## src/rtl/mem_access_unit.sv

```systemverilog
// rtl/mem_access_unit.sv - MEM-stage load/store unit with req/ack data bus (optional MISALIGN_TRAP_EN)
module mem_access_unit #(
    parameter int unsigned MAX_WAIT = 255
) (
    input  logic        clk,
    input  logic        rst,
    input  logic        valid_in,
    input  logic        mem_read,
    input  logic        mem_write,
    input  logic [2:0]  funct3,
    input  logic [31:0] addr,
    input  logic [31:0] wdata,
    input  logic [31:0] alu_result,
    output logic        stall_out,
    output logic [31:0] result,
    output logic        misalign,
    output logic        timeout,
    output logic        bus_req,
    output logic        bus_we,
    output logic [31:0] bus_addr,
    output logic [3:0]  bus_be,
    output logic [31:0] bus_wdata,
    input  logic [31:0] bus_rdata,
    input  logic        bus_ack
);
    typedef enum logic [1:0] {S_IDLE, S_WAIT, S_DONE} state_t;

    localparam logic [7:0] MAX_W8 = 8'(MAX_WAIT);

    state_t      state_q, state_d;
    logic        req_q, req_d;
    logic        we_q, we_d;
    logic [31:0] addr_q, addr_d;
    logic [3:0]  be_q, be_d;
    logic [31:0] wdata_q, wdata_d;
    logic [1:0]  off_q, off_d;
    logic [2:0]  f3_q, f3_d;
    logic [31:0] rdata_q, rdata_d;
    logic [7:0]  cnt_q, cnt_d;
    logic        timeout_q, timeout_d;
    logic        misalign_q, misalign_d;

    logic        acc;
    logic [1:0]  size;
    logic [1:0]  eff_off;
    logic        mis_now;
    logic [3:0]  be_now;
    logic [31:0] wdata_now;
    logic [7:0]  byte_lane;
    logic [15:0] half_lane;
    logic [31:0] load_ext;
    logic [7:0]  cnt_inc;

    assign acc  = valid_in & (mem_read | mem_write);
    assign size = funct3[1:0];

`ifdef MISALIGN_TRAP_EN
    assign mis_now = ((size == 2'b01) && addr[0]) || (size[1] && (addr[1:0] != 2'b00));
    assign eff_off = addr[1:0];
`else
    // Without trapping, halfword/word offsets are silently aligned down.
    assign mis_now = 1'b0;
    assign eff_off = size[1] ? 2'b00 : (size[0] ? {addr[1], 1'b0} : addr[1:0]);
`endif

    always_comb begin
        be_now    = 4'b1111;
        wdata_now = wdata;
        case (size)
            2'b00: begin
                be_now    = 4'b0001 << eff_off;
                wdata_now = {4{wdata[7:0]}};
            end
            2'b01: begin
                be_now    = 4'b0011 << {eff_off[1], 1'b0};
                wdata_now = {2{wdata[15:0]}};
            end
            default: ;
        endcase
    end

    always_comb begin
        byte_lane = bus_rdata[7:0];
        case (off_q)
            2'b01:   byte_lane = bus_rdata[15:8];
            2'b10:   byte_lane = bus_rdata[23:16];
            2'b11:   byte_lane = bus_rdata[31:24];
            default: ;
        endcase
        half_lane = off_q[1] ? bus_rdata[31:16] : bus_rdata[15:0];
        case (f3_q)
            3'b000:  load_ext = {{24{byte_lane[7]}}, byte_lane};
            3'b100:  load_ext = {24'd0, byte_lane};
            3'b001:  load_ext = {{16{half_lane[15]}}, half_lane};
            3'b101:  load_ext = {16'd0, half_lane};
            default: load_ext = bus_rdata;
        endcase
    end

    assign cnt_inc = (cnt_q == MAX_W8) ? cnt_q : cnt_q + 8'd1;

    always_comb begin
        state_d    = state_q;
        req_d      = req_q;
        we_d       = we_q;
        addr_d     = addr_q;
        be_d       = be_q;
        wdata_d    = wdata_q;
        off_d      = off_q;
        f3_d       = f3_q;
        rdata_d    = rdata_q;
        cnt_d      = cnt_q;
        timeout_d  = 1'b0;
        misalign_d = 1'b0;
        case (state_q)
            S_IDLE: begin
                if (acc) begin
                    we_d  = mem_write;
                    f3_d  = funct3;
                    off_d = eff_off;
                    if (mis_now) begin
                        state_d    = S_DONE;
                        misalign_d = 1'b1;
                    end else begin
                        state_d = S_WAIT;
                        req_d   = 1'b1;
                        addr_d  = {addr[31:2], 2'b00};
                        be_d    = be_now;
                        wdata_d = wdata_now;
                        cnt_d   = 8'd0;
                    end
                end
            end
            S_WAIT: begin
                if (bus_ack) begin
                    rdata_d = load_ext;
                    req_d   = 1'b0;
                    state_d = S_DONE;
                end else begin
                    cnt_d = cnt_inc;
                    if (cnt_inc == MAX_W8) begin
                        req_d     = 1'b0;
                        timeout_d = 1'b1;
                        state_d   = S_DONE;
                    end
                end
            end
            // The same instruction is still presented here; never relaunch it.
            default: state_d = S_IDLE;
        endcase
    end

    always_ff @(posedge clk) begin
        if (rst) begin
            state_q    <= S_IDLE;
            req_q      <= 1'b0;
            we_q       <= 1'b0;
            addr_q     <= 32'd0;
            be_q       <= 4'd0;
            wdata_q    <= 32'd0;
            off_q      <= 2'd0;
            f3_q       <= 3'd0;
            rdata_q    <= 32'd0;
            cnt_q      <= 8'd0;
            timeout_q  <= 1'b0;
            misalign_q <= 1'b0;
        end else begin
            state_q    <= state_d;
            req_q      <= req_d;
            we_q       <= we_d;
            addr_q     <= addr_d;
            be_q       <= be_d;
            wdata_q    <= wdata_d;
            off_q      <= off_d;
            f3_q       <= f3_d;
            rdata_q    <= rdata_d;
            cnt_q      <= cnt_d;
            timeout_q  <= timeout_d;
            misalign_q <= misalign_d;
        end
    end

    assign stall_out = ((state_q == S_IDLE) && acc) || (state_q == S_WAIT);
    assign result    = (state_q == S_DONE)
                     ? ((we_q || timeout_q || misalign_q) ? 32'd0 : rdata_q)
                     : alu_result;
    assign misalign  = misalign_q;
    assign timeout   = timeout_q;
    assign bus_req   = req_q;
    assign bus_we    = we_q;
    assign bus_addr  = addr_q;
    assign bus_be    = be_q;
    assign bus_wdata = wdata_q;
endmodule
```

## config.mk

```make
export PLATFORM = sky130hd
export DESIGN_NAME = mem_access_unit
export DESIGN_NICKNAME = d
export VERILOG_FILES = /design/src/rtl/mem_access_unit.sv
export SDC_FILE = /design/constraint.sdc
export NUM_CORES = 1
export LEC_CHECK = 0
export CAP_MARGIN = 20
export CELL_PAD_IN_SITES_DETAIL_PLACEMENT = 0
export CELL_PAD_IN_SITES_GLOBAL_PLACEMENT = 1
export CORE_ASPECT_RATIO = 1.75
export CORE_MARGIN = 2
export CORE_UTILIZATION = 27
export DETAILED_ROUTE_END_ITERATION = 8
export GPL_TIMING_DRIVEN = 0
export PLACE_DENSITY = 0.79
export RECOVER_POWER = 50
export SLEW_MARGIN = 40
export SYNTH_ARGS = -nofsm -noshare
export SYNTH_HDL_FRONTEND = slang
export SYNTH_SLANG_ARGS = --single-unit
```

## constraint.sdc

```tcl
create_clock -name clk -period 1.8 [get_ports clk]
set_input_delay 0.36 -clock clk [delete_from_list [all_inputs] [get_ports clk]]
set_output_delay 0.36 -clock clk [all_outputs]
set_load 0.005 [all_outputs]
```

# --- After elaboration in Yosys (flattened, before gate mapping) ---
# Cells that the tools add are included.
op_classes:
  add_sub_neg: 1
  eq_ne: 14
  n_reduce_logical: 13
  n_mux: 22
  shifts: 2
  bitwise: 3
op_table:
  columns: ["operator", "count"]
  rows:
  - ["$pmux 32 s4", 1]
  - ["$mux 32", 2]
  - ["$pmux 32 s2", 1]
  - ["$mux 8", 3]
  - ["$pmux 8 s3", 1]
  - ["$eq 8x8->1 const B", 2]
  - ["$mux 16", 1]
  - ["$pmux 8 s2", 1]
  - ["$add 8x1->8 const B", 1]
  - ["$mux 2", 4]
  - ["$pmux 4 s2", 1]
  - ["$eq 2x1->1 const B", 3]
  - ["$eq 2x2->1 const B", 3]
  - ["$eq 3x3->1 const B", 2]
  - ["$reduce_and 2->1", 3]
  - ["$reduce_and 3->1", 2]
  - ["$mux 1", 5]
  - ["$logic_not 2->1", 2]
  - ["$ne 2x2->1 const B", 2]
  - ["$pmux 2 s2", 1]
  - ["$shl 1x2->4 const A", 1]
  - ["$shl 2x2->4 const A", 1]
  - ["$eq 3x1->1 const B", 1]
  - ["$logic_not 3->1", 1]
  - ["9 further kinds", 10]
totals:
  elab_cells: 66
  reg_bits: 116

# --- Logic depth before layout (Yosys ltp) ---
# Gate-level depths: netlist of the first run.
logic_depth:
  depth_word: 6
  mapped_depth: 7
  mapped_depth_nobuf: 6

# --- Worst setup path after synthesis of the first run ---
# No wires, ideal clock.
synth_timing:
  path_kind: "register to register"
  start: "reg cnt_q[0]"
  end: "reg req_q (netlist: bus_req)"
  synth_period_minus_slack_ns: 1.847
  t_arrival_ns: 1.713
  path_buffers: 0
  setup_slack_ns: -0.047
  stages_incl_launch_ff: 7
  t_required_ns: 1.667
  setup_ns: 0.133
  path_cell_list: "dfxtp_1 > ha_1 > nand3_4 > nor3_4 > nand3_2 > a2111oi_2 > a21oi_1"
synth_between:
  elab_chain_cells: 5
synth_lines:
  columns: ["item", "line", "text"]
  rows:
  - ["start: declaration", "39", "logic [7:0] cnt_q, cnt_d;"]
  - ["start signal: assignment", "177", "cnt_q <= cnt_d;"]
  - ["$add 8x1->8 or $eq 8x8->1 (tied branches)", "100", "assign cnt_inc = (cnt_q == MAX_W8) ? cnt_q : cnt_q + 8'd1;"]
  - ["$mux 8 (*)", "100", null]
  - ["$eq 8x8->1 (*)", "141", "if (cnt_inc == MAX_W8) begin"]
  - ["$ne 3x3->1 (no source line) (*)", null, null]
  - ["$reduce_and 3->1 (no source line) (*)", null, null]
  - ["end signal: assignment", "169", "req_q <= req_d;"]
  - ["end: declaration", "31", "logic req_q, req_d;"]
# Every way passes the cells marked *; elsewhere a longest branch is shown, timed or not.
# A chain may end at the register's enable or synchronous reset.

# --- Worst setup path in the final report of the first run ---
layout_timing:
  start: "reg state_q[0]"
  end: "out result[27]"
layout_between:
  elab_chain_cells: 2
layout_lines:
  columns: ["item", "line", "text"]
  rows:
  - ["start: declaration", "30", "state_t state_q, state_d;"]
  - ["start signal: assignment", "168", "state_q <= state_d;"]
  - ["$eq 2x2->1", "184", "assign result = (state_q == S_DONE)"]
  - ["$mux 32", "185", "? ((we_q || timeout_q || misalign_q) ? 32'd0 : rdata_q)"]
  - ["end: declaration", "15", "output logic [31:0] result,"]
# No other way between the ends.

==> results of run 1 <==
==> power breakdown <==
group / internal (mW) / switching, mW / leakage, nW / total [mW]
Clock: 2.09 / 1.24 / 0.274 / 3.32
Combinational: 0.775 / 0.662 / 2.46 / 1.44
Sequential: 2.73 / 0.0871 / 0.953 / 2.82
Total: 5.59 / 1.98 / 3.69 / 7.58
==> routing by layer <==
layer,up-vias,wire [um],track usage (%)
met1,2861,8193,21.57
met3,42,1236,4.502
li1,2954,-,-
met5,-,0,0
met2,237,11770,37.31
met4,0,884,10.96
==> worst min-delay path, delay by kind of cell <==
family          cells  cell delay, ns
compound gates      1            0.05
buf+inv             1            0.15
simple gates        1            0.08
==> cells by family (layout without fill, tap and decap cells) <==
family / Yosys count / after routing / synth area share (%)
AO/OA/AOI/OAI: 202 / 202 / 23.92
AND/OR/NAND/NOR: 256 / 256 / 20.81
buffers and inverters: 66 / 372 / 5.197
other: 1 / 4 / 0.06954
flip-flops: 116 / 116 / 43.06
adder cells (fa/ha/maj): 1 / 1 / 0.2320
XOR/XNOR: 1 / 1 / 0.1624
multiplexers: 33 / 33 / 6.543
==> through the flow <==
step,total power [mW],utilization [%],TNS [ns]
floorplan,3.411,-,0
global placement,4.252,41.13,-114.11
detailed placement,4.263,41.16,-103.19
CTS,7.647,45.97,-8.214
global route,7.887,46.94,-15.73
finish,7.578,46.96,-8.087
==> how the worst min path moves through the flow <==
stage / start / to / slack [ns] / depth (start not counted)
after floorplan: bus_be[2] / bus_be[2] / 0.45 / 2
after global placement: bus_addr[11] / bus_addr[11] / 0.44 / 2
after detailed placement: bus_wdata[5] / bus_wdata[5] / 0.45 / 2
after CTS: bus_rdata[23] / rdata_q[23] / 0.40 / 3
after global routing: bus_rdata[31] / rdata_q[31] / 0.28 / 3
final: bus_rdata[31] / rdata_q[31] / 0.28 / 3
==> cell usage after synthesis, drive strengths merged (2+ instances only) <==
cell type  instances
nand2            157
a2111oi            8
nor2              52
nor2b              5
and2b              2
clkbuf            40
nor3b              9
mux2               8
a211oi            16
o21ai             47
a311oi             9
dfxtp            116
nand3b             2
a21oi             79
o211ai             2
and3               3
nand2b             2
nand3              4
a22o              32
mux2i             24
inv                8
buf               18
nor3              17
==> repair_timing <==
action / CTS / global route
buffers inserted: 27 / 12
hold buffers: 0 / 0
endpoints found under the hold margin: 0 / 0
gates resized for setup: 207 / 53
pin swaps: 17 / 18
gates cloned: 3 / 0
setup endpoints to repair: 141 / 109
==> layout make-up <==
type,count,area [um2],area share [%]
timing repair buffer,278,2635,28.55
antenna,1,2.502,0.02711
buffer,55,376.6,4.081
sequential,116,2342,25.38
tap,245,306.5,3.322
inverter,8,32.53,0.3525
clock inverter,10,107.6,1.166
clock buffer,21,460.4,4.989
multi-input combinational,496,2965,32.13
==> sequential cells by signal, indices dropped and copies added, names as in the netlist <==
signal     flops
f3_q           3
off_q          2
rdata_q       32
timeout        1
state_q        2
bus_be         4
bus_we         1
bus_req        1
bus_addr      30
bus_wdata     32
cnt_q          8
==> out/results.tsv, run 1 <==
stage	metric	value	unit
synth	synth_top_area_share	43.06	%
synth	synthCells	676	
synth	netlist_area	0.005393	mm2
worst_setup_path	timing.rr.end	rdata_q[28]	
worst_setup_path	cp_num_buf_inv	6	
timing	max_freq	477.5	MHz
place	place_area	0.008089	mm2
worst_setup_path	path_class	reg -> out	
floorplanning	core_area	0.01965	mm2
min_path	hp-class	in -> reg	
timing	finalHoldViolCount	0	
timing	fin_ws	-0.2941	ns
grt	grt_pass1_wl	33600	um
worst_setup_path	cpMostUsedCell	buf_6	
worst_setup_path	rrSetupSlack	-0.02	ns
layout	fin_cells	1230	
route	ant_nets	0	
timing	maxSlewHeadroom	53.84	%
clock_tree	cts_buffer_depth	2	
floorplanning	start_util	27.44	%
timing	setup_violations	52	
timing	rsz0062_at_grt	yes	
synth	yosys_warnings	0	
route	drc_errors	0	
power_and_ir_drop	power_density	821.2	mW/mm2
worst_setup_path	crit_slowest_cell	dfxtp_4	
route	drtIter0Drc	183	
worst_setup_path	crit_end	result[27]	
synth	yosys.area.top_type	dfxtp_1	
run_status	status	finished, violations left	
power_and_ir_drop	p_leak	3.690	nW
floorplanning	die_area	0.02116	mm2
layout	layout-drive-gt1-share	19.41	%
clock_tree	cts_buffers	17	
route	wl_per_cell	17.96	um
place	dp_cells	1159	
timing	finClkSkew	0.006405	ns
synth	synth_edf_count	0	
layout	nNetsFinal	1110	
clock_tree	path_clk_slew	0.06	ns
worst_setup_path	path_depth	9	
floorplanning	die_w	110.8	um
synth	synthArstFlopShare	0	%
grt	grtUsageTotal	20.35	%
timing	tightest_slew	0.6898	ns
floorplanning	die_y	191.0	um
worst_setup_path	critical_path_arrival	1.73	ns
route	first_pass_iters	5	
run	maxCapViolations	0	
worst_setup_path	slowest_delay	0.35	ns
worst_setup_path	cp_max_fo	6	
layout	final_cell_mix	154 x nand2_1, 139 x clkdlybuf4s50_1, 110 x dfxtp_1	
place	io_buffers	236	
synth	syn_area_per_cell	7.977	um2
synth	postSynth.topFlopCell	dfxtp_1	
power_and_ir_drop	peakVddDrop	545.0	uV
grt	antenna_found_initial	0	
clock_tree	cts_sinks	116	
timing	post-route-period-util	116.3	%
place	post-place-ws	-1.033	ns
grt	grt-ovfl-total	0	
worst_setup_path	required	1.44	ns
place	place.gp.congestion	0.8489	
synth	synthTopCellsByArea	dfxtp_1 43%, nand2_1 11%, a21oi_1 7.2%	
worst_setup_path	startpoint_type	flop	
clock_tree	cts_tree	yes	
layout	area_delta_synth_final	71.14	%
layout	layout_commonest_cell	nand2_1	
worst_setup_path	reg2reg_from	off_q[1]	
route	via_count	6094	
clock_tree	clkLatencyLatePin	0.41	ns
layout	fin_area	0.009229	mm2
route	wl	22090	um
floorplanning	rows	68	
timing	period_minus_slack	2.094	ns
clock_tree	root_buffer	clkbuf_16	
synth	synth_seq_cells	116	
place	place_hpwl	16300	um
worst_setup_path	crit_start	state_q[0]	
worst_setup_path	worst_path_dominant_cell_family	buffers and inverters	
grt	grt_pass1_vias	6102	
worst_setup_path	worstRegToRegCells	7	
synth	synth_seq_area_share	43.06	%
timing	slew_viol_final	0	
timing	hold_ws	0.2805	ns
route	viasPerCell	4.954	
grt	grt_max_degree	17	
run_status	violations	setup timing	
worst_setup_path	end_kind	primary output	
worst_setup_path	path_cells	inv_4 > nand2_4 > nor3_4 > buf_6 > clkbuf_16 > buf_6 > buf_6 > a22o_1 > buf_2	
clock_tree	htree_levels	4	
floorplanning	io_pins	242	
layout	fillers	1980	
synth	synthDistinctLibCells	54	
(Power assumes the default switching activity.)
==> run 2: changes to the inputs <==
CTS_CLUSTER_DIAMETER = 150   (was not set)
==> results of run 2 <==
The final DEF is identical to that of run 1; final timing and power are the same.
==> run 3: changes to the inputs <==
CELL_PAD_IN_SITES_DETAIL_PLACEMENT = 1   (was 0)
GPL_TIMING_DRIVEN = not set   (was 0)
SLEW_MARGIN = 25   (was 40)
==> run 3 against run 2 <==
  * The run still ends with setup timing left
  * Worst hold slack improved by 0.040 ns
  * Flip-flop and latch count did not move
  * Wire length fell by 0.49%
  * Non-clock buffer count fell by 14
  * Via count fell by 0.31%
  * Critical path type unchanged
==> out/results.tsv, run 3 (synthesized netlist as in run 1, its figures left out) <==
stage	metric	value	unit	change
run_status	status	finished, violations left		
run_status	violations	setup timing		
clock_tree	clkLatencyLatePin	0.42	ns	about the same
timing	finClkSkew	0.01525	ns	+0.008840 ns
floorplanning	rows	68		unchanged
worst_setup_path	slowest_delay	0.32	ns	-0.03 ns
clock_tree	cts_buffers	17		unchanged
worst_setup_path	end_kind	primary output		
timing	fin_ws	-0.1898	ns	+0.1044 ns
power_and_ir_drop	peakVddDrop	444.9	uV	-18%
power_and_ir_drop	power.total	7.788	mW	+2.8%
power_and_ir_drop	p_leak	3.641	nW	-1.3%
grt	antenna_found_initial	0		unchanged
worst_setup_path	crit_slowest_cell	dfxtp_2		
clock_tree	cts_sinks	116		unchanged
layout	nNetsFinal	1096		-1.3%
route	via_count	6075		-0.31%
worst_setup_path	cpMostUsedCell	buf_6		
floorplanning	core_area	0.01965	mm2	unchanged
worst_setup_path	critical_path_arrival	1.63	ns	-0.10 ns
power_and_ir_drop	power_density	853.6	mW/mm2	+3.9%
floorplanning	die_area	0.02116	mm2	unchanged
worst_setup_path	cp_max_fo	6		unchanged
clock_tree	path_clk_slew	0.06	ns	about the same
route	drtIter0Drc	231		+26%
place	place_area	0.008512	mm2	+5.2%
layout	final_cell_mix	155 x nand2_1, 145 x clkdlybuf4s50_1, 113 x dfxtp_1		
worst_setup_path	path_cells	inv_2 > nand2_4 > nor3_4 > buf_6 > buf_6 > buf_6 > a22o_1 > buf_2		
layout	n_antenna_cell	0		-1
layout	layout-drive-gt1-share	18.43	%	-0.98 points
grt	grt-ovfl-total	0		unchanged
timing	setup_violations	37		-29%
route	viasPerCell	4.996		+0.84%
route	wl	21980	um	-0.49%
clock_tree	cts_tree	yes		
place	place.gp.congestion	0.7963		-6.2%
min_path	hp-class	in -> reg		
run	maxCapViolations	0		unchanged
worst_setup_path	path_class	reg -> out		
timing	hold_ws	0.3204	ns	+0.03991 ns
timing	period_minus_slack	1.990	ns	-0.1044 ns
floorplanning	die_y	191.0	um	unchanged
floorplanning	start_util	27.44	%	unchanged
clock_tree	root_buffer	clkbuf_16		
layout	fin_area	0.009124	mm2	-1.1%
grt	grt_max_degree	53		+36
route	ant_nets	0		unchanged
timing	post-route-period-util	110.5	%	-5.8 points
layout	fillers	2318		+17%
layout	area_delta_synth_final	69.19	%	
timing	rsz0062_at_grt	yes		
timing	finalHoldViolCount	0		unchanged
worst_setup_path	required	1.44	ns	about the same
place	place_hpwl	15930	um	-2.3%
route	drc_errors	0		unchanged
grt	grtUsageTotal	20.57	%	+0.22 points
layout	layout_commonest_cell	nand2_1		
floorplanning	io_pins	242		unchanged
worst_setup_path	startpoint_type	flop		
clock_tree	htree_levels	4		unchanged
floorplanning	die_w	110.8	um	unchanged
grt	grt_pass1_wl	34640	um	+3.1%
grt	grt_pass1_vias	6483		+6.2%
route	first_pass_iters	4		-1
timing	max_freq	502.6	MHz	+5.2%
place	io_buffers	238		+0.85%
timing	slew_viol_final	0		unchanged
route	wl_per_cell	18.07	um	+0.65%
clock_tree	cts_buffer_depth	2		unchanged
[run 3: cell count changes in the layout (fill, tap and decap cells not counted), moves of 6 or more]
| cell | change |
|---|---|
| buf_12 | +7 |
| buf_4 | +32 |
| buf_6 | -8 |
| clkbuf_1 | -17 |
| clkbuf_2 | -16 |
| clkdlybuf4s50_1 | +6 |
[run 3: worst paths after layout]
| kind | slack, ns | depth (start not counted) | to | start |
|---|---|---|---|---|
| min | 0.32 | 2 | cnt_q[0] | rst |
| max | -0.19 | 8 | result[11] | state_q[0] |
| min reg2reg | 0.45 | 2 | bus_wdata[1] | bus_wdata[1] |
| max reg2reg | -0.02 | 8 | rdata_q[8] | state_q[0] |
[run 3: power breakdown]
part	leakage (nW)	switching (mW)	internal (mW)
sequential	0.950	0.0841	2.73
clock	0.289	1.31	2.23
combinational	2.40	0.636	0.794
[run 3: per-layer routing]
metal	up-vias	wire length, um	GRT usage [%]
met3	35	1099	4.122
met2	197	12000	39.85
met5	-	0	0
met1	2923	8198	21.43
li1	2920	-	-
met4	0	683	8.269
[run 3: timing repair]
action	CTS	global route
hold buffers	0	0
gates cloned	2	0
resized for setup	155	13
buffers inserted	15	2
pin swaps	18	22
setup endpoints to repair	34	87
[run 3: final cells by class]
class,count,area [um2],share of cell area [%]
inverter,8,30.03,0.3291
timing repair buffer,319,2994,32.82
sequential,116,2326,25.49
multi-input combinational,496,2850,31.24
clock buffer,18,439.2,4.813
clock inverter,14,177.7,1.947
tap,245,306.5,3.360
[run 3: stage by stage]
step | setup slack (ns) | utilization [%] | std cells | setup TNS [ns]
floorplan | 0.03792 | - | 678 | 0
global placement | -0.4113 | 43.31 | 1171 | -32.94
detailed placement | -0.4313 | 43.31 | 1171 | -36.84
CTS | -0.2879 | 46.86 | 1219 | -6.848
global route | -0.2718 | 46.42 | 1216 | -14.67
finish | -0.1898 | 46.42 | 1216 | -3.347
[run 3: critical path, delay by kind of cell, from the launching register on]
kind	cells	cell delay, ns
AO/OA/AOI/OAI	1	0.11
buffers and inverters	5	0.57
AND/OR/NAND/NOR	2	0.21
flip-flops	1	0.32
==> RTL edit, RTL diff (settings of run 2) <==
Encoding of `state_t`: now one-hot (3 bits for 3 states).
--- a/src/rtl/mem_access_unit.sv
+++ b/src/rtl/mem_access_unit.sv
@@ -23,7 +23,7 @@
     input  logic [31:0] bus_rdata,
     input  logic        bus_ack
 );
-    typedef enum logic [1:0] {S_IDLE, S_WAIT, S_DONE} state_t;
+    typedef enum logic [2:0] {S_IDLE = 3'b001, S_WAIT = 3'b010, S_DONE = 3'b100} state_t;
 
     localparam logic [7:0] MAX_W8 = 8'(MAX_WAIT);
 
Function: same outputs for any inputs over 4 cycles, from zero or initial values and one cycle with rst high; so few cycles prove little.
==> RTL edit against run 2 <==
The run still ends with negative setup slack left; fmax grew 6.2%; setup slack gained 0.12 ns; synthesized area grew 5.6%; core utilization grew 0.80 points; sequential cell count grew 1; register-to-register slack lost 0.05 ns; combinational power grew 3%; clock skew grew 0.0081 ns; power grew 2.3%; routed wire length grew 9.2%; global-route usage grew 0.52 points; design area grew 7.9%; largest power group unchanged.
==> RTL edit: results (changes against run 2) <==
* Post-CTS setup buffer count at 21 (-22%)
* Worst Path Arrival at 1.61 ns (-0.12 ns)
* Avg Inst Size Synth at 7.592 sq um (-4.8%)
* Metal3 WL at 1361 microns (+10%)
* Dpl cells at 1,240 (+7.0%)
* First-pass GRT wire length at 35,620 microns (+6.0%)
* Initial DRC count at 287 (+57%)
* Vias per cell at 4.940 (-0.30%)
* WL met2 at 13,380 microns (+14%)
* Sequential area share after synthesis at 41.13% (-1.9 points)
* Cell taking the most area after synthesis: dfxtp_1
* Status: finished with violations
* Skew final at 0.01448 ns (+0.008073 ns)
* Non-Filler Instances at 1,308 (+6.3%)
* Pre-CTS setup slack at -0.7649 ns (+0.2685 ns)
* Area contributors post-synth: dfxtp_1, nand2_1, a21oi_1
* Routability congestion estimate at 0.8988 (+5.9%)
* Reg clk slew, reported paths at 0.06 ns (about the same)
* Post-CTS sizing at 263 (+27%)
* Leakage power at 3.691 nW (about the same)
* CP max-delay cell: dfxtp_4
* Worst-path fanout max at 5 (-1)
* Worst hold-check path type: in2reg
* Post-synth top cells: nand2_1, dfxtp_1, a21oi_1
* VDD IR-drop max at 490.1 uV (-10%)
* Initial antenna violation count at 0 (unchanged)
* Post-Route WL at 24,120 microns (+9.2%)
* Filler Cells Inserted at 2,041 (+3.1%)
* Nets at 1,181 (+6.4%)
* Fraction of layout cells with a size suffix above 1 at 23.11% (+3.7 points)
* Post-synthesis xor/xnor area fraction at 0.1538% (-0.0086 points)
* DP HPWL at 17,710 microns (+8.6%)
* Vias in the first global route at 6,450 (+5.7%)
* # diodes at 0 (-1)
* Initial DRT Pass Iterations at 4 (-1)
* Failing checks: negative setup slack
* Num CTS Buffers at 17 (unchanged)
* Post-Route M1 WL at 8422 microns (+2.8%)
* Compound-Gate Fraction of Synth Area at 23.95% (+0.030 points)
* Clk. pwr at 3.47 mW (+5%)
* Combinational power at 1.49 mW (+3%)
* PnR worst setup slack at -0.1720 ns (+0.1222 ns)
* CP top delay family: buffers and inverters
* Net Sw Power at 2.135 mW (+7.6%)
* Final setup violation count at 51 (-1.9%)
* GR Util All Layers at 20.87% (+0.52 points)
* Int Pwr at 5.618 mW (+0.44%)
* Mux contribution to synthesized area at 5.339% (-1.2 points)
* Port Buffers at 236 (unchanged)
* Slew @ Worst Pin at 0.6151 ns (-0.07465 ns)
* Root buf cell: clkbuf_16
* Worst skew pair latency at 0.43 ns (+0.02 ns)
* Synth Area in Adders at 0.2197% (-0.012 points)
==> RTL edit: cell count changes after synthesis, moves of 8 or more <==
cell	delta
a211oi_1	+25
a22oi_1	+8
o211ai_1	+8
nor2_1	+11
nand2_1	+52
a22o_1	-24
nor3_1	-13
buf_2	+9
==> RTL edit: worst paths after layout <==
check,cells after the start,to,start,slack [ns]
setup / recovery,6,result[7],state_q[0],-0.17
hold / removal,3,state_q[2],bus_ack,0.19
setup reg to reg,10,rdata_q[21],state_q[0],-0.07
hold reg to reg,2,bus_addr[9],bus_addr[9],0.45
==> RTL edit: logic make-up (layout without fill, tap and decap cells) <==
kind of cell,Yosys count,in the layout
compound gates,219,219
simple gates,317,318
xor+xnor,1,1
buf+inv,65,368
other cells,1,3
mux,29,29
fa+ha+maj,1,1
flops,117,117
==> RTL edit: tightest hold or removal path, cell delays in order <==
cell and delay [ns]:
buf_6 0.11, nand2_1 0.05, o31ai_1 0.05
==> RTL edit: metal layers <==
layer,vias to the layer above,GRT usage (%)
li1,3201,-
met1,3009,19.94
met2,203,40.30
met3,48,4.912
met4,0,10.93
met5,-,0
==> RTL edit: metrics by stage <==
step	area, sq um	TNS [ns]
after floorplan	5702	0
after global placement	8379	-64.20
after detailed placement	8388	-66.55
after CTS	9390	-4.196
after global routing	9955	-7.459
final	9955	-4.766
==> RTL edit: final cells by class <==
| class | instances | area [sq um] | share of cell area, % |
|---|---|---|---|
| plain buffers | 60 | 550.5 | 5.530 |
| multi-input cells | 571 | 3486 | 35.02 |
| inverters | 3 | 11.26 | 0.1131 |
| repair buffers | 273 | 2631 | 26.43 |
| clock inverters | 15 | 171.4 | 1.722 |
| well taps | 252 | 315.3 | 3.167 |
| flip-flops and latches | 117 | 2364 | 23.74 |
| clock buffers | 17 | 425.4 | 4.274 |
